`config.mk`:
```
export PLATFORM = sky130hd
export DESIGN_NAME = instruction_fetch_flat
export DESIGN_NICKNAME = d
export VERILOG_FILES = /design/src/rtl/instruction_fetch_if.sv /design/src/rtl/instruction_fetch.sv /design/src/flat_wrapper.sv
export SDC_FILE = /design/constraint.sdc
export NUM_CORES = 1
export LEC_CHECK = 0
export CAP_MARGIN = 20
export CORE_ASPECT_RATIO = 1.25
export CORE_UTILIZATION = 60
export CTS_BUF_LIST = sky130_fd_sc_hd__clkbuf_4 sky130_fd_sc_hd__clkbuf_8
export DETAILED_ROUTE_END_ITERATION = 8
export DONT_BUFFER_PORTS = 1
export HOLD_SLACK_MARGIN = 0.06
export PLACE_DENSITY = 0.8
export SLEW_MARGIN = 20
export SYNTH_ARGS = -nofsm -noshare
export SYNTH_HDL_FRONTEND = slang
export SYNTH_SLANG_ARGS = --single-unit
```
`constraint.sdc`:
```
create_clock -name CLK -period 4.7 [get_ports CLK]
set_clock_uncertainty 0.15 [all_clocks]
set_input_delay 0.705 -clock CLK [delete_from_list [all_inputs] [get_ports CLK]]
set_output_delay 0.705 -clock CLK [all_outputs]
set_load 0.02 [all_outputs]
```
`src/rtl/instruction_fetch_if.sv`:
```
// Fetch-unit signal bundle: memory read channel plus the core-side issue/completion handshake.
interface instruction_fetch_if;
  logic [15:0] MEM_ADDR;
  logic        MEM_RD;
  logic        MEM_ACK;
  logic [15:0] MEM_DIN;
  logic [15:0] DOUT;
  logic        EXECUTE;
  logic        DONE;
  logic        PC_LOAD;
  logic [15:0] PC_NEXT;
  logic        DEBUG_MODE;
  logic        DEBUG_STEP;
  logic [15:0] PC;
  logic        BUSY;

  // Fetch unit side
  modport master (
    output MEM_ADDR, MEM_RD, DOUT, EXECUTE, PC, BUSY,
    input  MEM_ACK, MEM_DIN, DONE, PC_LOAD, PC_NEXT, DEBUG_MODE, DEBUG_STEP
  );

  // Memory / core / debugger side
  modport slave (
    input  MEM_ADDR, MEM_RD, DOUT, EXECUTE, PC, BUSY,
    output MEM_ACK, MEM_DIN, DONE, PC_LOAD, PC_NEXT, DEBUG_MODE, DEBUG_STEP
  );
endinterface

```
`src/rtl/instruction_fetch.sv`:
```
// Instruction fetch unit: reads one word at PC, issues it to the core with a one-cycle
// EXECUTE strobe, waits for completion, optionally redirects PC, and supports single-step.
module instruction_fetch (
  input  logic                       CLK,
  input  logic                       RESET,
  instruction_fetch_if.master        bus
);

  typedef enum logic [2:0] {
    StIdle,
    StFetch,
    StIssue,
    StWaitDone,
    StHold
  } state_e;

  state_e      state_q, state_d;
  logic [15:0] pc_q, pc_d;
  logic [15:0] dout_q, dout_d;
  logic        step_q;
  logic        step_edge;
  logic        mem_rd;
  logic        execute;

  // Only a fresh 0->1 on DEBUG_STEP counts; a held step releases a single fetch.
  assign step_edge = bus.DEBUG_STEP & ~step_q;

  // Next-state, PC and instruction register update; strobes decoded from current state.
  always_comb begin
    state_d = state_q;
    pc_d    = pc_q;
    dout_d  = dout_q;
    mem_rd  = 1'b0;
    execute = 1'b0;
    case (state_q)
      StIdle: begin
        state_d = StFetch;
      end
      StFetch: begin
        mem_rd = 1'b1;
        if (bus.MEM_ACK) begin
          dout_d  = bus.MEM_DIN;
          pc_d    = pc_q + 16'd1;
          state_d = StIssue;
        end
      end
      StIssue: begin
        execute = 1'b1;
        state_d = StWaitDone;
      end
      StWaitDone: begin
        if (bus.DONE) begin
          // Branch target overrides the increment taken at fetch time.
          if (bus.PC_LOAD) begin
            pc_d = bus.PC_NEXT;
          end
          state_d = bus.DEBUG_MODE ? StHold : StFetch;
        end
      end
      StHold: begin
        if (step_edge || !bus.DEBUG_MODE) begin
          state_d = StFetch;
        end
      end
      default: begin
        state_d = StIdle;
      end
    endcase
  end

  // State, PC, instruction word and step-edge registers with asynchronous reset.
  always_ff @(posedge CLK or negedge RESET) begin
    if (!RESET) begin
      state_q <= StIdle;
      pc_q    <= 16'h0000;
      dout_q  <= 16'h0000;
      step_q  <= 1'b0;
    end else begin
      state_q <= state_d;
      pc_q    <= pc_d;
      dout_q  <= dout_d;
      step_q  <= bus.DEBUG_STEP;
    end
  end

  // Strobes come straight from state so reset removes MEM_RD without waiting for a clock.
  assign bus.MEM_RD   = mem_rd;
  assign bus.EXECUTE  = execute;
  assign bus.MEM_ADDR = pc_q;
  assign bus.PC       = pc_q;
  assign bus.DOUT     = dout_q;
  assign bus.BUSY     = (state_q != StIdle) && (state_q != StHold);

endmodule
```
`src/flat_wrapper.sv`:
```
// flat-port wrapper written by rule: the top's interface ports become plain ports
module instruction_fetch_flat 
  (CLK, RESET, bus_MEM_ADDR, bus_MEM_RD, bus_DOUT, bus_EXECUTE, bus_PC, bus_BUSY, bus_MEM_ACK, bus_MEM_DIN, bus_DONE, bus_PC_LOAD, bus_PC_NEXT, bus_DEBUG_MODE, bus_DEBUG_STEP);
  instruction_fetch_if bus_i ();
  input  logic CLK;
  input  logic RESET;
  output wire logic [$bits(bus_i.MEM_ADDR)-1:0] bus_MEM_ADDR;
  output wire logic [$bits(bus_i.MEM_RD)-1:0] bus_MEM_RD;
  output wire logic [$bits(bus_i.DOUT)-1:0] bus_DOUT;
  output wire logic [$bits(bus_i.EXECUTE)-1:0] bus_EXECUTE;
  output wire logic [$bits(bus_i.PC)-1:0] bus_PC;
  output wire logic [$bits(bus_i.BUSY)-1:0] bus_BUSY;
  input wire logic [$bits(bus_i.MEM_ACK)-1:0] bus_MEM_ACK;
  input wire logic [$bits(bus_i.MEM_DIN)-1:0] bus_MEM_DIN;
  input wire logic [$bits(bus_i.DONE)-1:0] bus_DONE;
  input wire logic [$bits(bus_i.PC_LOAD)-1:0] bus_PC_LOAD;
  input wire logic [$bits(bus_i.PC_NEXT)-1:0] bus_PC_NEXT;
  input wire logic [$bits(bus_i.DEBUG_MODE)-1:0] bus_DEBUG_MODE;
  input wire logic [$bits(bus_i.DEBUG_STEP)-1:0] bus_DEBUG_STEP;
  assign bus_MEM_ADDR = bus_i.MEM_ADDR;
  assign bus_MEM_RD = bus_i.MEM_RD;
  assign bus_DOUT = bus_i.DOUT;
  assign bus_EXECUTE = bus_i.EXECUTE;
  assign bus_PC = bus_i.PC;
  assign bus_BUSY = bus_i.BUSY;
  assign bus_i.MEM_ACK = bus_MEM_ACK;
  assign bus_i.MEM_DIN = bus_MEM_DIN;
  assign bus_i.DONE = bus_DONE;
  assign bus_i.PC_LOAD = bus_PC_LOAD;
  assign bus_i.PC_NEXT = bus_PC_NEXT;
  assign bus_i.DEBUG_MODE = bus_DEBUG_MODE;
  assign bus_i.DEBUG_STEP = bus_DEBUG_STEP;
  instruction_fetch u_core (.CLK(CLK), .RESET(RESET), .bus(bus_i));
endmodule
```
* After elaboration in Yosys (flattened, before gate mapping)
Cells that the tools add are included. W data, S select, Z words.
Cells by class: $add $sub $neg 1, multipliers 0, divide/modulo/power cells 0, $lt $le $gt $ge 0, equality and inequality tests 9, shifts and indexed selects 0, muxes and demuxes 11, bitwise gates (word level) 2, reductions and logical operators 9
Operator list (number):
- $mux W16 | 3
- $pmux W16 S2 | 1
- $add A16 B1 Y16 const B | 1
- $pmux W3 S5 | 1
- $mux W3 | 4
- $eq A3 B2 Y1 const B | 2
- $ne A2 B2 Y1 const B | 3
- $reduce_and A4 Y1 | 1
- $eq A3 B1 Y1 const B | 1
- $eq A3 B3 Y1 const B | 1
- $logic_not A3 Y1 | 1
- $ne A3 B3 Y1 const B | 1
- $reduce_and A3 Y1 | 1
- $reduce_bool A3 Y1 | 1
- $mux W1 | 2
- $ne A2 B1 Y1 const B | 1
- $reduce_and A2 Y1 | 1
- $reduce_bool A2 Y1 | 1
- $and A1 B1 Y1 | 1
- $logic_and A1 B1 Y1 | 1
- $logic_not A1 Y1 | 1
- $logic_or A1 B1 Y1 | 1
- $not A1 Y1 | 1
Word-level totals: bits in registers 36, latch bits 0, memory bits (writable) 0, ROM bits 0, input bits 39, output and inout port bits 51, word-level logic and storage cells 36, memories 0

* Logic depth before layout (Yosys ltp)
Gate-level depths: netlist (run 1).
depth in word-level cells 5, gate-level depth with buffers 7, gate-level depth less buffers 5

* Least setup slack after synthesis (run 1)
Ideal clock, no wire load.
kind reg2out, start point register u_core.state_q[1], end point output port bus_EXECUTE, arrival time 1.016 ns, data required time 3.845 ns, slack 2.829 ns, stages on the path, launching flop included 4, path buffers 1, cell sequence dfrtp_1 > buf_4 > inv_1 > nor3_1
Between the ends: word-level cells in the longest chain between the ends 2
RTL lines:
- start: declaration | line instruction_fetch.sv:17 | state_e state_q, state_d;
- start signal: assignment | line instruction_fetch.sv:74 | state_q <= StIdle;
- start signal: assignment | line instruction_fetch.sv:79 | state_q <= state_d;
- $eq A3 B2 Y1 | line instruction_fetch.sv:35 | case (state_q)
- $mux W1 | line instruction_fetch.sv:35
- end: declaration | line flat_wrapper.sv:10 | output wire logic [$bits(bus_i.EXECUTE)-1:0] bus_EXECUTE;
No other way between the ends.

* Worst setup path after layout (run 1)
Same ends and word-level chain as after synthesis.

==> Flow_metrics.wiki, run 1 <==
{| class="wikitable"
! Metric !! Value
|-
| Run status || finished clean
|-
| CTS tree || built
|-
| Largest stage delay on the critical path || 560 ps
|-
| Number of vias in the routed layout || roughly 1500
|-
| Total setup buffers inserted after CTS || 0
|-
| Routability congestion estimate || between 0.9 and 1
|-
| Number of primary I/O pins || 90
|-
| Main area contributors after synthesis || sky130_fd_sc_hd__dfrtp_1 (45%), sky130_fd_sc_hd__mux2_4 (7.4%), sky130_fd_sc_hd__buf_4 (6.3%)
|-
| Diode insertion count for antenna repair || 0
|-
| Leak Pwr || between 0.8 and 0.9 nW
|-
| Final critical-path share of the clock period || 0.502
|-
| Wire length the detailed router placed on met1 || about 1600 um
|-
| DRC errors left || 0
|-
| Met2 WL || about 2100 um
|-
| Global-route wire length before repair || between 6000 and 7000 um
|-
| Total Neg Setup Slack || 0 ps
|-
| Core area || 3220 um2
|-
| Cell type of the slowest stage on the worst timing path || sky130_fd_sc_hd__nor3_1
|-
| Category of the worst setup path capture point || output port
|-
| Highest metal layer with signal wires || met4
|-
| Portion of synthesized cell area occupied by the leading cell type || 0.445
|-
| Peak supply drop || around 0.44 mV
|-
| Yosys reg bits || 36
|-
| Cell Chain, Critical Path || inv_1 -> nor3_1
|-
| Die area || 3610 um2
|-
| HPWL after DPL || 2870 um
|-
| Time the final worst path needs with I/O delays and setup || around 2400 ps
|-
| Setup repair after global routing missed its margin || no
|-
| WL/cell || between 15 and 20 um
|-
| Initial Utilization || 0.628
|-
| Worst min path class || input pin to async pin
|-
| Via count normalized by instance count || about 6.8
|-
| CP Data Arrival Time || about 1500 ps
|-
| Clock sink total || 36
|-
| Final Max Tran Viols || 0
|-
| Critical path peak fanout || 11
|-
| Cell Pwr Density || 876 nW/um2
|-
| Master cell of the clock root buffer || sky130_fd_sc_hd__clkbuf_8
|-
| Vias in the first global route || roughly 1400
|-
| Die height || about 67 um
|-
| Post-layout net count || around 220
|-
| Router iterations before antenna repair || 4
|-
| Worst Path Class, Setup || flip-flop to output port
|-
| Worst rel slew slack || 0.309
|-
| Post-synthesis sequential area ratio || 0.445
|-
| Design Power || 1.75 mW
|-
| Synthesis Warnings || 0
|-
| Critical path required time || approximately 3900 ps
|-
| Unique cell type count in the Yosys netlist || 43
|-
| Number of instances in the synthesized netlist || 199
|-
| Startpoint types || flip-flop
|-
| FF-to-FF path depth || 4
|-
| Worst Max-Slew Pin Slew || 1030 ps
|-
| Filler cell count || approximately 270
|-
| Register area || roughly 900 um2
|-
| Clock-pin slew of the registers on the worst-case setup and hold paths || about 70 ps
|-
| Antenna violations before repair || 0
|-
| Post-cts resize count || 0
|-
| # hold bufs at CTS || 1
|-
| Die X || between 50 and 60 um
|-
| Syn avg cell area || 10.2 um2
|-
| Area growth syn-to-layout || -1.30%
|-
| Gr usage total || 0.251
|-
| Number of buffer cells added on primary ports || 0
|-
| Cell taking the most area after synthesis || sky130_fd_sc_hd__dfrtp_1
|-
| Gr ovfl total || 0
|-
| Number of endpoints failing setup at the final stage || 0
|-
| Multi-input gate area in the final layout || about 910 um2
|-
| Fraction of layout instances using a drive strength above 1 || 0.169
|-
| Hold Fails Final Rpt || 0
|-
| Met3 Routed Length || 362 um
|-
| F_max || 0.424 GHz
|-
| First DRT Iteration DRCs || 56
|-
| Max-cap violations || 0
|-
| Number of buffers created by CTS || 5
|-
| Rows || 23
|-
| Remaining antenna violation count || 0
|-
| Max Root-Sink Buffers || 2
|-
| Combined area of all synthesized cells || slightly above 2000 um2
|-
| Largest net degree at the start of global routing || 37
|-
| Net count after synthesis || around 240
|-
| Final routed wirelength across all metal layers || 4170 um
|-
| CTS H-tree depth || 2
|-
| Latest clock arrival within the worst-skew pair || ~290 ps
|}
path summary, 6_finish.rpt:
check / startpoint / endpoint / slack (ps)
hold reg to reg: u_core.state_q[2] / u_core.state_q[1] / 410
max in group asynchronous: RESET / u_core.bus.MEM_ADDR[4] / 4130
hold / removal: RESET / u_core.bus.MEM_ADDR[5] / 90
setup reg to reg: u_core.state_q[1] / u_core.bus.MEM_ADDR[13] / 2450
setup / recovery: u_core.state_q[1] / bus_EXECUTE / 2340
min in group CLK: bus_DEBUG_STEP / u_core.step_q / 290
through the flow:
stage                     hold slack (ps)  setup slack (ps)   util  cells  area (um2)
after floorplan                       259              2830      -    199        2020
after global routing                  101              2200  0.620    215        2000
after global placement                260              2410  0.579    206        1870
after CTS                            92.0              2340  0.620    215        2000
final                                91.3              2340  0.620    215        2000
after detailed placement              260              2300  0.579    206        1870
cell usage in the layout, fill, tap and decap left out, types with 2 or more instances in the layout:
cell                        instances
sky130_fd_sc_hd__nand2_1           12
sky130_fd_sc_hd__a41o_1             2
sky130_fd_sc_hd__mux2_4            10
sky130_fd_sc_hd__o22ai_1            5
sky130_fd_sc_hd__a31oi_1            2
sky130_fd_sc_hd__nand4_1            5
sky130_fd_sc_hd__o21a_1             3
sky130_fd_sc_hd__and4_1             2
sky130_fd_sc_hd__mux2_2             6
sky130_fd_sc_hd__nand3_1            9
sky130_fd_sc_hd__clkbuf_8           5
sky130_fd_sc_hd__o21ai_0            8
sky130_fd_sc_hd__nor2_1            12
sky130_fd_sc_hd__a311oi_1           4
sky130_fd_sc_hd__nand2b_1           2
sky130_fd_sc_hd__nor4_1             2
sky130_fd_sc_hd__a21oi_1           16
sky130_fd_sc_hd__and3_1             3
sky130_fd_sc_hd__inv_1              2
sky130_fd_sc_hd__nor3_1             3
sky130_fd_sc_hd__a21o_1             2
sky130_fd_sc_hd__a2bb2oi_1          4
sky130_fd_sc_hd__dfrtp_1           36
sky130_fd_sc_hd__a211oi_1           3
sky130_fd_sc_hd__a22o_1             2
routing by layer:
metal	GRT usage	up-vias
met5	0	-
met4	0.135	0
met3	0.0890	9
met2	0.423	76
met1	0.264	707
li1	-	674
worst max-delay path, delay by kind of cell, from the launching register on:
| kind | cells | cell delay [ps] |
|---|---|---|
| flops | 1 | 520 |
| buf+inv | 1 | 140 |
| simple gates | 1 | 560 |
Yosys cell counts, drive strengths merged:
master,count
ha,1
a211o,1
nand3,9
nor2,13
dfrtp,36
a41o,2
and2,2
a2bb2oi,4
a31oi,2
and3,3
mux2,16
nand2b,3
mux2i,1
clkbuf,4
and4,2
o2bb2ai,1
nand2,12
nand4,5
and3b,1
a311oi,4
o21a,3
nor4,2
o41ai,1
a211oi,3
a22o,2
a21oi,17
nand3b,1
inv,2
o22a,1
o21ai,8
a21o,2
or2,1
o22ai,5
buf,26
nor3,3
logic make-up after synthesis:
group           count (synthesis)  synth area share
compound gates                 56             0.186
fa+ha+maj                       1           0.00618
simple gates                   57             0.146
buf+inv                        32             0.105
flops                          36             0.445
mux                            17             0.113
report_power, final:
part | switching [mW] | total, mW | leakage [nW] | internal (mW)
Clock | 0.109 | 0.272 | 0.0586 | 0.163
Combinational | 0.308 | 0.578 | 0.348 | 0.270
Sequential | 0.446 | 0.899 | 0.425 | 0.453
Total | 0.863 | 1.75 | 0.832 | 0.886
state kept, by name, indices dropped and copies added, names as in the netlist:
name	flops
u_core.bus.DOUT	16
u_core.bus.MEM_ADDR	16
u_core.step_q	1
u_core.state_q	3
layout make-up:
cell class | count | share of cell area
well taps | 37 | 0.0232
repair buffers | 1 | 0.0100
flip-flops and latches | 36 | 0.451
multi-input cells | 131 | 0.456
inverters | 2 | 0.00376
clock inverters | 2 | 0.0175
clock buffers | 6 | 0.0382
No activity file was read; power rests on OpenSTA's default activity.
==> run 2, diff against run 1 <==
Clock period 4.7 ns to 2.5 ns, I/O delays scaled along.
==> run 2 against run 1 <==
Sequential share of layout area decreased by 1.5 points. First-iteration DRC count fell by 8.9%. Clock power increased by 45%. Critical path depth rose by 3. Sequential cell count unchanged. Cell count increased by 5.1%. Combinational power increased by 130%. Power rose by 88%. Core utilization up 2.1 points. Worst hold slack got worse by 7.7 ps. Sequential power is 72% higher. Die area is the same.
==> Flow_metrics.wiki, run 2 (synthesis results as in run 1) <==
{| class="wikitable"
! Metric !! Value
|-
| Leak Pwr || ~0.87 nW
|-
| First DRT Iteration DRCs || 51
|-
| Diode insertion count for antenna repair || 0
|-
| HPWL after DPL || 2930 um
|-
| CTS tree || built
|-
| Terminating pin of the worst hold path || u_core.bus.DOUT[14]
|-
| Core area || approximately 3200 um2
|-
| Number of buffer cells added on primary ports || 0
|-
| Startpoint of the worst hold path || bus_MEM_DIN[14]
|-
| Number of vias in the routed layout || around 1500
|-
| Max-cap violations || 0
|-
| Design Power || approximately 3.3 mW
|-
| Clock-pin slew of the registers on the worst-case setup and hold paths || approximately 70 ps
|-
| Number of endpoints failing setup at the final stage || 0
|-
| Setup repair after global routing missed its margin || no
|-
| Post-cts resize count || 0
|-
| Rows || 23
|-
| Peak supply drop || between 0.8 and 0.9 mV
|-
| Number of buffers created by CTS || 5
|-
| Worst Path Class, Setup || flip-flop to flip-flop
|-
| Hold Fails Final Rpt || 0
|-
| CTS H-tree depth || 2
|-
| Die area || ~3600 um2
|-
| Total setup buffers inserted after CTS || 0
|-
| Number of primary I/O pins || 90
|-
| Most frequent cells in the layout || sky130_fd_sc_hd__dfrtp_1 (36), sky130_fd_sc_hd__a21oi_1 (16), sky130_fd_sc_hd__nand2_1 (12), sky130_fd_sc_hd__nor2_1 (12), sky130_fd_sc_hd__mux2_4 (10)
|-
| Via count normalized by instance count || 6.68
|-
| Critical path required time || 2540 ps
|-
| Met3 demand-to-capacity share in global routing || 0.0731
|-
| Cell Pwr Density || about 1600 nW/um2
|-
| Initial Utilization || 0.628
|-
| Worst min path class || input pin to flip-flop
|-
| Die X || approximately 54 um
|-
| # hold bufs at CTS || 4
|-
| Worst reg2reg path startpoint || u_core.state_q[1]
|-
| Die height || 66.9 um
|-
| Total Neg Setup Slack || 0 ps
|-
| Final routed wirelength across all metal layers || around 4200 um
|-
| Final Max Tran Viols || 0
|-
| Fraction of layout instances using a drive strength above 1 || 0.201
|-
| Time the final worst path needs with I/O delays and setup || 2040 ps
|-
| Gr usage total || 0.254
|-
| Max Root-Sink Buffers || 2
|-
| Master cell of the clock root buffer || sky130_fd_sc_hd__clkbuf_8
|-
| Largest net degree at the start of global routing || 37
|-
| Worst Max-Slew Pin Slew || between 600 and 700 ps
|-
| FF-to-FF path depth || 5
|-
| Remaining antenna violation count || 0
|-
| Area growth syn-to-layout || 2.04%
|-
| Cell depth of the worst min-delay path || 1
|-
| Router iterations before antenna repair || 4
|-
| Run status || finished clean
|-
| Routing usage on met2 || 0.432
|-
| WL/cell || approximately 19 um
|-
| DRC errors left || 0
|-
| Global-route wire length before repair || approximately 6500 um
|-
| F_max || about 0.49 GHz
|-
| CP Data Arrival Time || between 2000 and 2500 ps
|-
| Gr ovfl total || 0
|-
| Worst flop-to-flop path endpoint || u_core.bus.MEM_ADDR[7]
|-
| Hold_ws || 83.6 ps
|-
| Worst rel slew slack || 0.570
|-
| Routability congestion estimate || around 0.9
|-
| Most crowded layer after global routing || met2
|-
| Post-layout net count || between 200 and 250
|-
| Startpoint types || flip-flop
|-
| Flop-to-flop setup slack || between 400 and 500 ps
|-
| Clock sink total || 36
|-
| Routing usage on met1 || 0.271
|-
| Antenna violations before repair || 0
|-
| Latest clock arrival within the worst-skew pair || approximately 290 ps
|-
| Vias in the first global route || about 1500
|-
| Final critical-path share of the clock period || 0.815
|-
| Most common cell after layout, fill and taps aside || sky130_fd_sc_hd__dfrtp_1
|-
| Critical path peak fanout || 13
|-
| Category of the worst setup path capture point || flip-flop
|}
[run 2: cell count changes in the layout (fill, tap and decap cells not counted), sizes merged]
cell | previous run | this run
buf | 1 | 10
bufinv | 1 | 0
dlygate4sd3 | 0 | 3
[run 2: critical path: stages (launching register included)]
cell and delay [ps]:
sky130_fd_sc_hd__dfrtp_1 530, sky130_fd_sc_hd__nand3_1 190, sky130_fd_sc_hd__a21oi_2 500, sky130_fd_sc_hd__buf_4 300, sky130_fd_sc_hd__nor2_1 60, sky130_fd_sc_hd__a211oi_1 210
[run 2: cell type report]
type                    instances  area [um2]
multi-input cells             131         911
inverters                       2        7.51
flip-flops and latches         36         901
clock buffers                   6        76.3
well taps                      37        46.3
clock inverters                 1        5.00
fillers                       254        1160
repair buffers                 13         118
[run 2: where the power goes]
part / internal, mW / switching, mW / total (mW)
sequential: 0.855 / 0.693 / 1.55
clock: 0.200 / 0.194 / 0.394
combinational: 0.597 / 0.747 / 1.34
[run 2: how the worst max path moves through the flow]
stage | startpoint | cells after the start | end | slack (ps)
after detailed placement | u_core.state_q[1] | 5 | u_core.bus.MEM_ADDR[7] | 540
final | u_core.state_q[1] | 5 | u_core.bus.MEM_ADDR[7] | 460
after floorplan | u_core.state_q[2] | 6 | u_core.bus.DOUT[0] | 640
after global placement | u_core.bus.MEM_ADDR[7] | 4 | u_core.bus.MEM_ADDR[13] | 570
after global routing | u_core.state_q[1] | 5 | u_core.bus.MEM_ADDR[7] | 330
after CTS | u_core.state_q[1] | 2 | bus_EXECUTE | 480
[run 2: stage by stage]
stage               cell area, um2  setup WS, ps  instances   util
finish                        2060           463        226  0.641
detailed placement            1930           544        215  0.600
floorplan                     2020           640        199      -
global placement              1930           566        215  0.600
CTS                           2060           476        226  0.641
global route                  2060           330        226  0.641
[run 2: metal layers]
| layer | vias to the layer above | wire length, um |
|---|---|---|
| met2 | 83 | 2160 |
| met1 | 718 | 1670 |
| met3 | 9 | 335 |
| met4 | 0 | 78 |
| met5 | - | 0 |
| li1 | 699 | - |
